===== src/rtl/spi_channel_deframer.sv =====
// SPI mode-0 slave deframer: header word selects a channel (ctl),
// following words are presented on data with a one-clk data_valid strobe.
module spi_channel_deframer #(
    parameter int BUS_WIDTH   = 8,
    parameter int SYNC_STAGES = 2
) (
    input  logic                 clk,
    input  logic                 rst_n,
    input  logic                 spi_sclk,
    input  logic                 spi_mosi,
    input  logic                 spi_cs_n,
    output logic [1:0]           ctl,
    output logic [BUS_WIDTH-1:0] data,
    output logic                 data_valid,
    output logic                 frame_active,
    output logic                 frame_err
);

    localparam int CW = $clog2(BUS_WIDTH);

    typedef enum logic [1:0] {
        IDLE    = 2'd0,
        HEADER  = 2'd1,
        PAYLOAD = 2'd2,
        DISCARD = 2'd3
    } state_t;

    logic [SYNC_STAGES-1:0] sclk_sync_r;
    logic [SYNC_STAGES-1:0] mosi_sync_r;
    logic [SYNC_STAGES-1:0] cs_sync_r;
    logic [SYNC_STAGES:0]   arm_r;
    logic                   sclk_d_r;
    logic                   mosi_d_r;
    logic                   cs_d_r;
    logic                   rise_r;
    logic                   cs_fall_r;
    logic                   cs_rise_r;

    state_t                 state_r, state_n;
    logic [CW-1:0]          cnt_r, cnt_n;
    logic [BUS_WIDTH-1:0]   shift_r, shift_n;
    logic [1:0]             ctl_r, ctl_n;
    logic [BUS_WIDTH-1:0]   data_r, data_n;
    logic                   valid_r, valid_n;
    logic                   err_r, err_n;
    logic                   active_r;
    logic [BUS_WIDTH-1:0]   word_s;
    logic                   done_s;

    // Input synchronisers and registered edge detection.
    // arm_r blocks CS edges until the chains have flushed after reset, so a
    // CS pin already low at reset release is not mistaken for a new frame.
    always_ff @(posedge clk) begin
        if (!rst_n) begin
            sclk_sync_r <= {SYNC_STAGES{1'b0}};
            mosi_sync_r <= {SYNC_STAGES{1'b0}};
            cs_sync_r   <= {SYNC_STAGES{1'b1}};
            arm_r       <= {(SYNC_STAGES+1){1'b0}};
            sclk_d_r    <= 1'b0;
            mosi_d_r    <= 1'b0;
            cs_d_r      <= 1'b1;
            rise_r      <= 1'b0;
            cs_fall_r   <= 1'b0;
            cs_rise_r   <= 1'b0;
        end else begin
            sclk_sync_r <= {sclk_sync_r[SYNC_STAGES-2:0], spi_sclk};
            mosi_sync_r <= {mosi_sync_r[SYNC_STAGES-2:0], spi_mosi};
            cs_sync_r   <= {cs_sync_r[SYNC_STAGES-2:0], spi_cs_n};
            arm_r       <= {arm_r[SYNC_STAGES-1:0], 1'b1};
            sclk_d_r    <= sclk_sync_r[SYNC_STAGES-1];
            mosi_d_r    <= mosi_sync_r[SYNC_STAGES-1];
            cs_d_r      <= cs_sync_r[SYNC_STAGES-1];
            rise_r      <= sclk_sync_r[SYNC_STAGES-1] & ~sclk_d_r;
            cs_fall_r   <= arm_r[SYNC_STAGES] & cs_d_r & ~cs_sync_r[SYNC_STAGES-1];
            cs_rise_r   <= arm_r[SYNC_STAGES] & ~cs_d_r & cs_sync_r[SYNC_STAGES-1];
        end
    end

    assign word_s = {shift_r[BUS_WIDTH-2:0], mosi_d_r};
    assign done_s = rise_r && (cnt_r == CW'(BUS_WIDTH-1));

    // Frame state machine: next state, shifter and output values.
    always_comb begin
        state_n = state_r;
        cnt_n   = cnt_r;
        shift_n = shift_r;
        ctl_n   = ctl_r;
        data_n  = data_r;
        valid_n = 1'b0;
        err_n   = 1'b0;
        case (state_r)
            IDLE: begin
                if (cs_fall_r) begin
                    state_n = HEADER;
                    cnt_n   = {CW{1'b0}};
                    shift_n = {BUS_WIDTH{1'b0}};
                end else begin
                    state_n = IDLE;
                end
            end
            HEADER, PAYLOAD, DISCARD: begin
                if (rise_r) begin
                    shift_n = word_s;
                    if (done_s) begin
                        cnt_n = {CW{1'b0}};
                    end else begin
                        cnt_n = cnt_r + CW'(1);
                    end
                end else begin
                    shift_n = shift_r;
                end
                if (done_s) begin
                    if (state_r == HEADER) begin
                        if (word_s[BUS_WIDTH-1]) begin
                            ctl_n   = word_s[1:0];
                            state_n = PAYLOAD;
                        end else begin
                            err_n   = 1'b1;
                            state_n = DISCARD;
                        end
                    end else if (state_r == PAYLOAD) begin
                        data_n  = word_s;
                        valid_n = 1'b1;
                    end else begin
                        state_n = DISCARD;
                    end
                end else begin
                    state_n = state_r;
                end
                // A word completing on the same cycle as CS rise is kept; only a
                // leftover partial word is flagged.
                if (cs_rise_r) begin
                    err_n   = err_n | (cnt_n != {CW{1'b0}});
                    state_n = IDLE;
                    cnt_n   = {CW{1'b0}};
                    shift_n = {BUS_WIDTH{1'b0}};
                end else begin
                    state_n = state_n;
                end
            end
            default: begin
                state_n = IDLE;
                cnt_n   = {CW{1'b0}};
                shift_n = {BUS_WIDTH{1'b0}};
            end
        endcase
    end

    // State and registered outputs.
    always_ff @(posedge clk) begin
        if (!rst_n) begin
            state_r  <= IDLE;
            cnt_r    <= {CW{1'b0}};
            shift_r  <= {BUS_WIDTH{1'b0}};
            ctl_r    <= 2'b00;
            data_r   <= {BUS_WIDTH{1'b0}};
            valid_r  <= 1'b0;
            err_r    <= 1'b0;
            active_r <= 1'b0;
        end else begin
            state_r  <= state_n;
            cnt_r    <= cnt_n;
            shift_r  <= shift_n;
            ctl_r    <= ctl_n;
            data_r   <= data_n;
            valid_r  <= valid_n;
            err_r    <= err_n;
            active_r <= (state_n != IDLE);
        end
    end

    assign ctl          = ctl_r;
    assign data         = data_r;
    assign data_valid   = valid_r;
    assign frame_err    = err_r;
    assign frame_active = active_r;

endmodule

===== config.mk =====
export PLATFORM = sky130hd
export DESIGN_NAME = spi_channel_deframer
export DESIGN_NICKNAME = d
export VERILOG_FILES = /design/src/rtl/spi_channel_deframer.sv
export SDC_FILE = /design/constraint.sdc
export NUM_CORES = 1
export LEC_CHECK = 0
export ABC_AREA = 1
export BUFFER_PORTS_ARGS = -buffer_cell sky130_fd_sc_hd__buf_2
export CAP_MARGIN = 20
export CORE_MARGIN = 3
export CORE_UTILIZATION = 40
export CTS_CLUSTER_DIAMETER = 30
export DETAILED_ROUTE_END_ITERATION = 10
export PLACE_DENSITY = 0.68
export SYNTH_ARGS = -nofsm -noshare
export SYNTH_HDL_FRONTEND = slang
export SYNTH_SLANG_ARGS = --single-unit

===== constraint.sdc =====
create_clock -name clk -period 1.9 [get_ports clk]
set_input_delay 0 -clock clk [delete_from_list [all_inputs] [get_ports clk]]
set_output_delay 0 -clock clk [all_outputs]
set_load 0.05 [all_outputs]

* Yosys cells after proc, flatten, opt, wreduce, memory -nomap -nowiden
Index checks and enable logic that the tools add are counted.
** Storage, ports and cells
- Memory bits (writable) :: 0
- Latch bits :: 0
- ROM bits :: 0
- Input bits :: 5
- Logic and storage cells :: 73
- Flip-flop bits (word level) :: 40
- Memories :: 0
** Operators by class
- Muxes and demuxes :: 24
- Divide/modulo/power cells :: 0
- Magnitude comparators :: 0
- Reduce and logical (&&, ||, !) cells :: 10
- Equal/unequal tests :: 6
- $add $sub $neg :: 1
- Bitwise gates (word level) :: 13
- Shift-type cells :: 0
- Multipliers :: 0
** Operators with widths (number)
- $mux 7 :: 3
- $mux 3 :: 5
- $pmux 7 s2 :: 1
- $mux 1 :: 9
- $mux 2 :: 4
- $reduce_and 4->1 :: 2
- $not 1->1 :: 7
- $pmux 3 s2 :: 1
- $and 1x1->1 :: 5
- $eq 2x2->1 const B :: 2
- $pmux 2 s2 :: 1
- $reduce_and 2->1 :: 2
- $reduce_or 4->1 :: 1
- $add 3x1->3 const B :: 1
- $eq 3x3->1 const B :: 1
- $ne 3x3->1 const B :: 1
- $reduce_bool 3->1 :: 1
- $reduce_or 3->1 :: 1
- $eq 2x1->1 const B :: 1
- $logic_not 2->1 :: 1
- $ne 2x2->1 const B :: 1
- $reduce_bool 2->1 :: 1
- $logic_and 1x1->1 :: 1
- $or 1x1->1 :: 1

* Logic depth before layout (Yosys ltp)
Gate-level depths: netlist of the first run.
- Depth in word-level cells :: 8
- Gate-level depth with buffers :: 10
- Depth with buffers taken out :: 9

* Worst setup path before layout of the first run
No wires, ideal clock.
- Kind :: register -> register
- Start :: register cnt_r[0]
- End :: register data_r[0], in the netlist data[0]
- Stages on the path, launching flop included :: 8
- Arrival time :: 1274 ps
- Setup time :: 114 ps
- Setup slack :: 511 ps
- Data required time :: 1786 ps
- Period minus slack after synthesis :: 1389 ps
- Path through :: dfxtp_1 > ha_1 > ha_1 > nand2_2 > nor3_4 > inv_4 > nor2_1 > nor2_1
** Between the ends
- Cells in the longest elaborated chain, start to end :: 3
** RTL lines
- start: declaration :: RTL line 40 : logic [CW-1:0] cnt_r, cnt_n;
- start signal: assignment :: RTL line 153 : cnt_r <= {CW{1'b0}};
- start signal: assignment :: RTL line 162 : cnt_r <= cnt_n;
- $eq 3x3->1 :: RTL line 80 : assign done_s = rise_r && (cnt_r == CW'(BUS_WIDTH-1));
- $logic_and 1x1->1 :: RTL line 80
- $reduce_and 4->1 (no source line)
- end signal: assignment :: RTL line 156 : data_r <= {BUS_WIDTH{1'b0}};
- end signal: assignment :: RTL line 165 : data_r <= data_n;
- end: declaration :: RTL line 43 : logic [BUS_WIDTH-1:0] data_r, data_n;
Every way passes these cells.
A chain may end at the register's enable or synchronous reset.

* Final worst setup path of the first run
- Start :: register cnt_r[0]
- End :: register data_r[5], in the netlist data[5]
Same word-level chain as after synthesis.

==> qor.yml, run 1 <==
cts_sinks: 40
grt-ovfl-total: 0
period_minus_slack_ps: 1576
fin_skew_ps: 5.161
syn_area_per_cell_sq_um: 7.792
cts_tree: "yes"
cts_setup_buffers: 0
rows: 21
viasPerCell: 4.407
port-buffer-count: 17
track_usage: 0.1347
grt_pass1_vias: 999
synth_cell_types: 20
cts_root_buf: "clkbuf_8"
drcViolationCount: 0
power.internal_uw: 1121
synth_cells: 193
antenna_found_initial: 0
holdCritPathClass: "primary input to flip-flop"
critPathCaptureType: "flip-flop"
route.vias.total: 1159
clock.fmax_mhz: 634.7
die_width_um: 67.32
swShare: 0.2090
p_leak_uw: 0.0008379
core_sq_um: 3468
start_kind: "flip-flop"
pwr-share-comb: 0.033
rsz0062_at_grt: "false"
drt_iter0_drc: 26
critPathArrivalTime_ps: 1760
fp.dieH_um: 67.32
synth_nets: 200
dieArea_sq_um: 4531
drv_slew: 0
gp_congestion: 0.7788
numCtsBuffers: 5
tns_ps: 0
clock_power_share: 0.361
synth_seq_cells: 40
worst_ep_required_time_ps: 2080
grt_pass1_wl_um: 4505
routedWlPerCell_um: 9.829
nFillCells: 361
relSlewSlack: 0.6884
vdd_ir_drop_max_v: 0.0004853
power_density_nw_per_um2: 817.0
netSwitchingPower_uw: 296.3
num_antenna_cells: 0
min_period_over_period: 0.8293
finalSetupViolations: 0
drive_gt1_frac: 0.2212
syn_to_final_growth_pct: 15.39
cts_max_level: 2
fin_util: 0.5004
hold_viol_final: 0
clk-insertion-delay-late_ps: 280
grt_max_degree: 29
wl_um: 2585
dp_hpwl_um: 1790
cts_resized: 0
seq_area_frac_synth: 0.5324
firstDrtPassIters: 4
seq_power_share: 0.606
ys_warn_count: 0
worstMarginPinSlew_ps: 465.9
ant_nets: 0
worstSetupPathType: "flip-flop to flip-flop"
clock_path_buffers: 2
cts.clk_slew.worst_paths_ps: 70
max-cap-violations: 0
io_pins: 18
synth_area_sq_um: 1504
cp_max_fo: 10
start_util: 0.4336
outcome: "finished clean"
final_nets: 224
-- metal layers --
metal  GRT usage  wire [um]
met1      0.1810       1307
met2      0.1963       1106
met3     0.04825        130
met4     0.05316         42
met5           0          0
-- cell type report --
type	instances	area, sq um	share of cell area
clock buffers	6	72.57	0.04182
clock inverters	1	5.005	0.002884
inverters	23	91.34	0.05263
multi-input cells	125	578.1	0.3331
flip-flops and latches	40	800.8	0.4614
well taps	46	57.56	0.03317
repair buffers	22	130.1	0.07498
-- power by group through the flow --
stage               sequential (uW)  clock (uW)  combinational, uW
detailed placement              878           0               43.6
finish                          859         511               47.4
CTS                             859         532               48.3
floorplan                       877           0               32.7
global placement                878           0               42.8
global route                    860         568               54.8
-- flip-flops by register name, summed over array words and instances, names as in the netlist --
signal and count:
data 8, shift_r 7, arm_r 3, cnt_r 3, cs_sync_r 2, ctl 2, mosi_sync_r 2, sclk_sync_r 2
state_r 2, cs_d_r 1, cs_fall_r 1, cs_rise_r 1, data_valid 1, frame_active 1, frame_err 1, mosi_d_r 1
rise_r 1, sclk_d_r 1
-- stage by stage --
stage / setup WS, ps / power (uW) / cells / cell area [sq um] / hold WS (ps)
floorplan: 511.3 / 910.0 / 193 / 1504 / 27.72
global placement: 406.6 / 921.1 / 253 / 1628 / 184.9
detailed placement: 348.4 / 921.8 / 253 / 1628 / 183.2
CTS: 330.5 / 1439 / 263 / 1735 / 43.96
global route: 168.9 / 1483 / 263 / 1735 / 70.09
finish: 324.4 / 1418 / 263 / 1735 / 45.37
-- layout by cell type (no fill, tap or decap), types with 5 or more instances in the layout --
cell / count
a21oi_1: 6
buf_2: 17
clkbuf_8: 5
dfxtp_1: 40
inv_1: 17
nand2_1: 46
nand3_1: 8
nor2_1: 34
nor2_2: 9
o21ai_1: 9
-- synth_stat cells --
library cell  instances  area, sq um
a21oi_1               6        30.03
a31oi_1               1        6.260
buf_2                 3        15.01
buf_8                 1        15.01
clkbuf_1              1        3.750
dfxtp_1              40        800.8
ha_1                  2        25.02
inv_1                17        63.81
inv_2                 4        15.01
inv_4                 2        12.51
nand2_1              46        172.7
nand2_2               3        18.77
nand3_1               8        40.04
nor2_1               34        127.6
nor2_2                9        56.30
nor2_4                1        11.26
nor3_4                1        16.27
o21ai_0               2        10.01
o21ai_1               9        45.04
or2_2                 3        18.77
-- worst paths after layout --
check,cells past startpoint,slack [ps],from,end
setup / recovery,7,320,cnt_r[0],data[5]
hold / removal,3,50,rst_n,state_r[1]
setup reg to reg,7,320,cnt_r[0],data[5]
hold reg to reg,1,380,sclk_d_r,rise_r
-- worst max-delay path: stages (launching register included) --
cell	delay [ps]
dfxtp_1	380
ha_1	160
ha_1	190
nand2_2	100
nor3_4	380
inv_4	100
nor2_1	110
nor2_1	50
-- cell families after synthesis --
kind of cell | after synthesis | synth area share
and+or+nand+nor | 105 | 0.3070
DFF | 40 | 0.5324
buffers and inverters | 28 | 0.08318
AOI/OAI and AO/OA | 18 | 0.06073
adders and majority gates | 2 | 0.01664
-- repair_timing --
action,in CTS,in global routing
endpoints found under the setup margin,0,0
endpoints found under the hold margin,3,0
hold buffers,3,0
(Power assumes the default switching activity.)
==> inputs of run 2 (changes only) <==
Settings changed: PLACE_DENSITY 0.68 to 0.71.
Clock period 1.9 ns to 1.41 ns, I/O delays scaled along.
==> qor.yml, run 2 (synthesis results as in run 1) <==
outcome: "finished clean"
p_leak_uw: 0.0008947
fp.dieH_um: 67.32
drcViolationCount: 0
worstMarginPinSlew_ps: 261.5
cts_tree: "yes"
drt_iter0_drc: 35
swShare: 0.2111
finalSetupViolations: 0
power_density_nw_per_um2: 1075
crit_chain: "ha_4 > ha_4 > buf_4 > inv_2 > nand3_1 > nand2_1 > inv_1 > nand3_1 > nand2_1 > a21oi_2"
clock.fmax_mhz: 762.9
worstSetupPathType: "flip-flop to flip-flop"
antenna_found_initial: 0
cp_max_fo: 2
dpl.cell_count: 258
track_usage: 0.1430
holdCritPathClass: "flip-flop to flip-flop"
grt_pass1_vias: 1108
min_period_over_period: 0.9296
dp_hpwl_um: 1874
final_common_cell: "nand2_1"
finalPower_uw: 1987
fin_skew_ps: 4.448
wl_um: 2852
cts_max_level: 2
grt-ovfl-total: 0
pwr-share-comb: 0.035
gp_congestion: 0.8553
cts_root_buf: "clkbuf_8"
viasPerCell: 4.535
numCtsBuffers: 5
max-cap-violations: 0
nFillCells: 364
cts.clk_slew.worst_paths_ps: 70
routedWlPerCell_um: 10.52
io_pins: 18
final_cells: 271
route.vias.total: 1229
max_stage_delay_ps: 340
cp_slowest_cell: "dfxtp_2"
clk-insertion-delay-late_ps: 290
worst_ep_required_time_ps: 1640
final_nets: 231
netSwitchingPower_uw: 419.5
clock_path_buffers: 2
cts_sinks: 40
dieArea_sq_um: 4531
start_kind: "flip-flop"
period_minus_slack_ps: 1311
die_width_um: 67.32
critPathCaptureType: "flip-flop"
largest_reg_flops: 8
relSlewSlack: 0.8251
syn_to_final_growth_pct: 22.96
clock_power_share: 0.383
num_antenna_cells: 0
power.internal_uw: 1568
port-buffer-count: 17
critPathArrivalTime_ps: 1540
ant_nets: 0
vdd_ir_drop_max_v: 0.0006937
rows: 21
hold_viol_final: 0
start_util: 0.4336
seq_power_share: 0.582
drive_gt1_frac: 0.2800
final_cell_mix: "46 x nand2_1, 38 x dfxtp_1, 34 x nor2_1"
grt_pass1_wl_um: 4726
grt_max_degree: 23
firstDrtPassIters: 4
core_sq_um: 3468
drv_slew: 0
[run 2: power groups by stage]
stage | Clock (uW) | Sequential (uW) | Combinational (uW)
global route | 837 | 1160 | 79.7
CTS | 785 | 1160 | 69.5
floorplan | 0 | 1180 | 44.1
detailed placement | 0 | 1180 | 60.2
finish | 761 | 1160 | 69.2
global placement | 0 | 1180 | 58.6
[run 2: layout make-up]
| cell class | instances | area, sq um | area share |
|---|---|---|---|
| clock buffer | 6 | 82.58 | 0.04466 |
| clock inverter | 2 | 10.01 | 0.005413 |
| inverter | 23 | 91.34 | 0.04939 |
| multi-input combinational | 125 | 615.6 | 0.3329 |
| sequential | 40 | 803.3 | 0.4344 |
| tap | 46 | 57.56 | 0.03112 |
| timing repair buffer | 29 | 188.9 | 0.1022 |
[run 2: repair_timing]
item	in CTS	in global routing
resized for setup	1	11
setup buffers	1	0
endpoints found under the hold margin	6	0
setup endpoints to repair	1	16
hold buffers	4	0
pin swaps	1	4
[run 2: metrics by stage]
stage	hold slack, ps	setup TNS, ps	cell area, sq um	util	setup slack [ps]
after floorplan	27.72	0	1504	-	21.29
final	384.1	0	1849	0.5332	99.26
after global routing	407.0	-5.682	1849	0.5332	-4.707
after CTS	388.8	0	1809	0.5216	2.021
after global placement	181.4	0	1665	0.4802	53.74
after detailed placement	186.5	0	1665	0.4802	8.006
[run 2: layer usage]
layer  part of all wire  routed length, um  GRT usage  vias up
li1                   -                  -          -      646
met1               0.47               1341     0.1734      554
met2               0.47               1341     0.2184       22
met3              0.039                112    0.05491        7
met4              0.020                 56    0.07595        0
met5                  0                  0          0        -
[run 2: critical path, delay by kind of cell, from the launching register on]
kind                     cells  cell delay [ps]
AO/OA/AOI/OAI                1              100
adder cells (fa/ha/maj)      2              320
buffers and inverters        3              220
flip-flops                   1              340
AND/OR/NAND/NOR              4              270
[run 2: path summary, 6_finish.rpt]
check	startpoint	endpoint	slack, ps	depth (start not counted)
worst min register to register	sclk_d_r	rise_r	380	1
worst max register to register	cnt_r[1]	frame_err	100	10
worst min-delay path	sclk_d_r	rise_r	380	1
worst max-delay path	cnt_r[1]	frame_err	100	10
==> inputs of run 3 (changes only) <==
Settings changed: PLACE_DENSITY 0.71 to 0.68.
Clock period 1.41 ns to 1.3 ns, I/O delays scaled along.
==> qor.yml, run 3 (synthesis results as in run 1) <==
finalPower_uw: 2408
final_nets: 236
p_leak_uw: 0.0009415
finalSetupViolations: 1
core_sq_um: 3468
fp.dieH_um: 67.32
clock_power_share: 0.447
clock.fmax_mhz: 768.3
io_pins: 18
num_antenna_cells: 0
cts_max_level: 2
fin_skew_ps: 1.591
final_cell_mix: "43 x nand2_1, 38 x dfxtp_1, 33 x nor2_1"
clk-insertion-delay-late_ps: 280
routedWlPerCell_um: 10.34
grt_pass1_vias: 1126
cp_max_fo: 4
reg2reg_depth: 7
drcViolationCount: 0
final_common_cell: "nand2_1"
worst_ep_required_time_ps: 1530
die_width_um: 67.32
r2r-end: "data[1]"
place_area_sq_um: 1720
cp_common_cell: "ha_4"
drive_gt1_frac: 0.3391
hold_end: "arm_r[1]"
relSlewSlack: 0.8125
cts_sinks: 40
cts_tree: "yes"
min_period_over_period: 1.001
final_area_sq_um: 1967
worstSetupPathType: "flip-flop to flip-flop"
viasPerCell: 4.493
cts_root_buf: "clkbuf_8"
dieArea_sq_um: 4531
rows: 21
cts.clk_slew.worst_paths_ps: 70
start_kind: "flip-flop"
crit_chain: "ha_4 > ha_4 > nand2_4 > nor3_4 > buf_4 > o21ai_1 > nor2_1"
hold_start: "rst_n"
dp_hpwl_um: 1959
power.internal_uw: 1955
numCtsBuffers: 5
clock_path_buffers: 2
hold_viol_final: 0
power_density_nw_per_um2: 1224
cp_slowest_cell: "dfxtp_2"
worstMarginPinSlew_ps: 280.4
ant_nets: 0
r2r_slack_ps: -2
gp_congestion: 0.7944
fin_ws_ps: -1.526
min_path_cells: 3
critPathArrivalTime_ps: 1530
wl_um: 2855
critPathCaptureType: "flip-flop"
swShare: 0.1879
firstDrtPassIters: 4
drv_slew: 0
track_usage: 0.1506
antenna_found_initial: 0
start_util: 0.4336
max_stage_delay_ps: 350
worstReg2RegStart: "cnt_r[0]"
rsz0062_at_grt: "true"
netSwitchingPower_uw: 452.5
pwr-share-comb: 0.032
vdd_ir_drop_max_v: 0.0008341
max-cap-violations: 0
drt_iter0_drc: 40
outcome: "finished with violations"
holdCritPathClass: "primary input to flip-flop"
syn_to_final_growth_pct: 30.78
grt-ovfl-total: 0
port-buffer-count: 17
grt_pass1_wl_um: 4926
grt_max_degree: 20
seq_power_share: 0.521
violations: "negative setup slack"
period_minus_slack_ps: 1302
route.vias.total: 1240
largest_reg_flops: 8
-- run 3: worst max-delay path: cells and delay by family, from the launching register on --
family	cells	cell delay (ps)
compound gates	1	50
fa+ha+maj	2	280
buf+inv	1	180
flops	1	350
simple gates	3	370
-- run 3: power by group through the flow --
stage          sequential, uW  combinational, uW  clock [uW]
2_1_floorplan            1280               47.8           0
3_3_place_gp             1280               64.7           0
3_5_place_dp             1280               65.9           0
4_1_cts                  1250               75.9        1110
5_1_grt                  1260               88.6        1170
6_report                 1250               77.1        1080
-- run 3: cell type report --
type | count | area, sq um
multi-input combinational | 125 | 651.9
fill | 356 | 1501
tap | 46 | 57.56
clock inverter | 1 | 30.03
inverter | 23 | 93.84
clock buffer | 7 | 96.34
timing repair buffer | 34 | 234.0
sequential | 40 | 803.3
-- run 3: how the worst max path moves through the flow --
stage	from	endpoint	slack (ps)	cells after the start
CTS	cnt_r[0]	data[1]	-10	7
floorplan	cnt_r[1]	data[0]	-50	7
global placement	cnt_r[1]	data[7]	-20	7
global route	cnt_r[0]	data[6]	-110	7
finish	cnt_r[0]	data[1]	-2	7
detailed placement	cnt_r[1]	data[7]	-60	7
-- run 3: timing repair --
action	4_1_cts	5_1_grt
hold endpoints to repair	4	0
pin swaps	7	5
hold buffers	4	0
cloned	0	0
setup endpoints to repair	9	21
buffers inserted	1	2
resized for setup	8	9
-- run 3: through the flow --
step           cells  setup TNS, ps  setup slack, ps    util  hold slack, ps
5_1_grt          276         -870.1           -113.8  0.5671           51.66
4_1_cts          274         -41.43           -11.53  0.5538           24.70
6_report         276         -1.526           -1.526  0.5671           40.37
3_3_place_gp     261         -24.73           -24.37  0.4960           180.4
3_5_place_dp     261         -262.5           -56.22  0.4960           187.9
2_1_floorplan    193         -302.6           -51.28       -           27.72
-- run 3: layer usage --
metal / wire length [um] / track usage / share of wire / vias up
li1: - / - / - / 658
met1: 1334 / 0.1813 / 0.47 / 561
met2: 1374 / 0.2294 / 0.48 / 19
met3: 109 / 0.06323 / 0.038 / 2
met4: 37 / 0.07595 / 0.013 / 0
met5: 0 / 0 / 0 / -
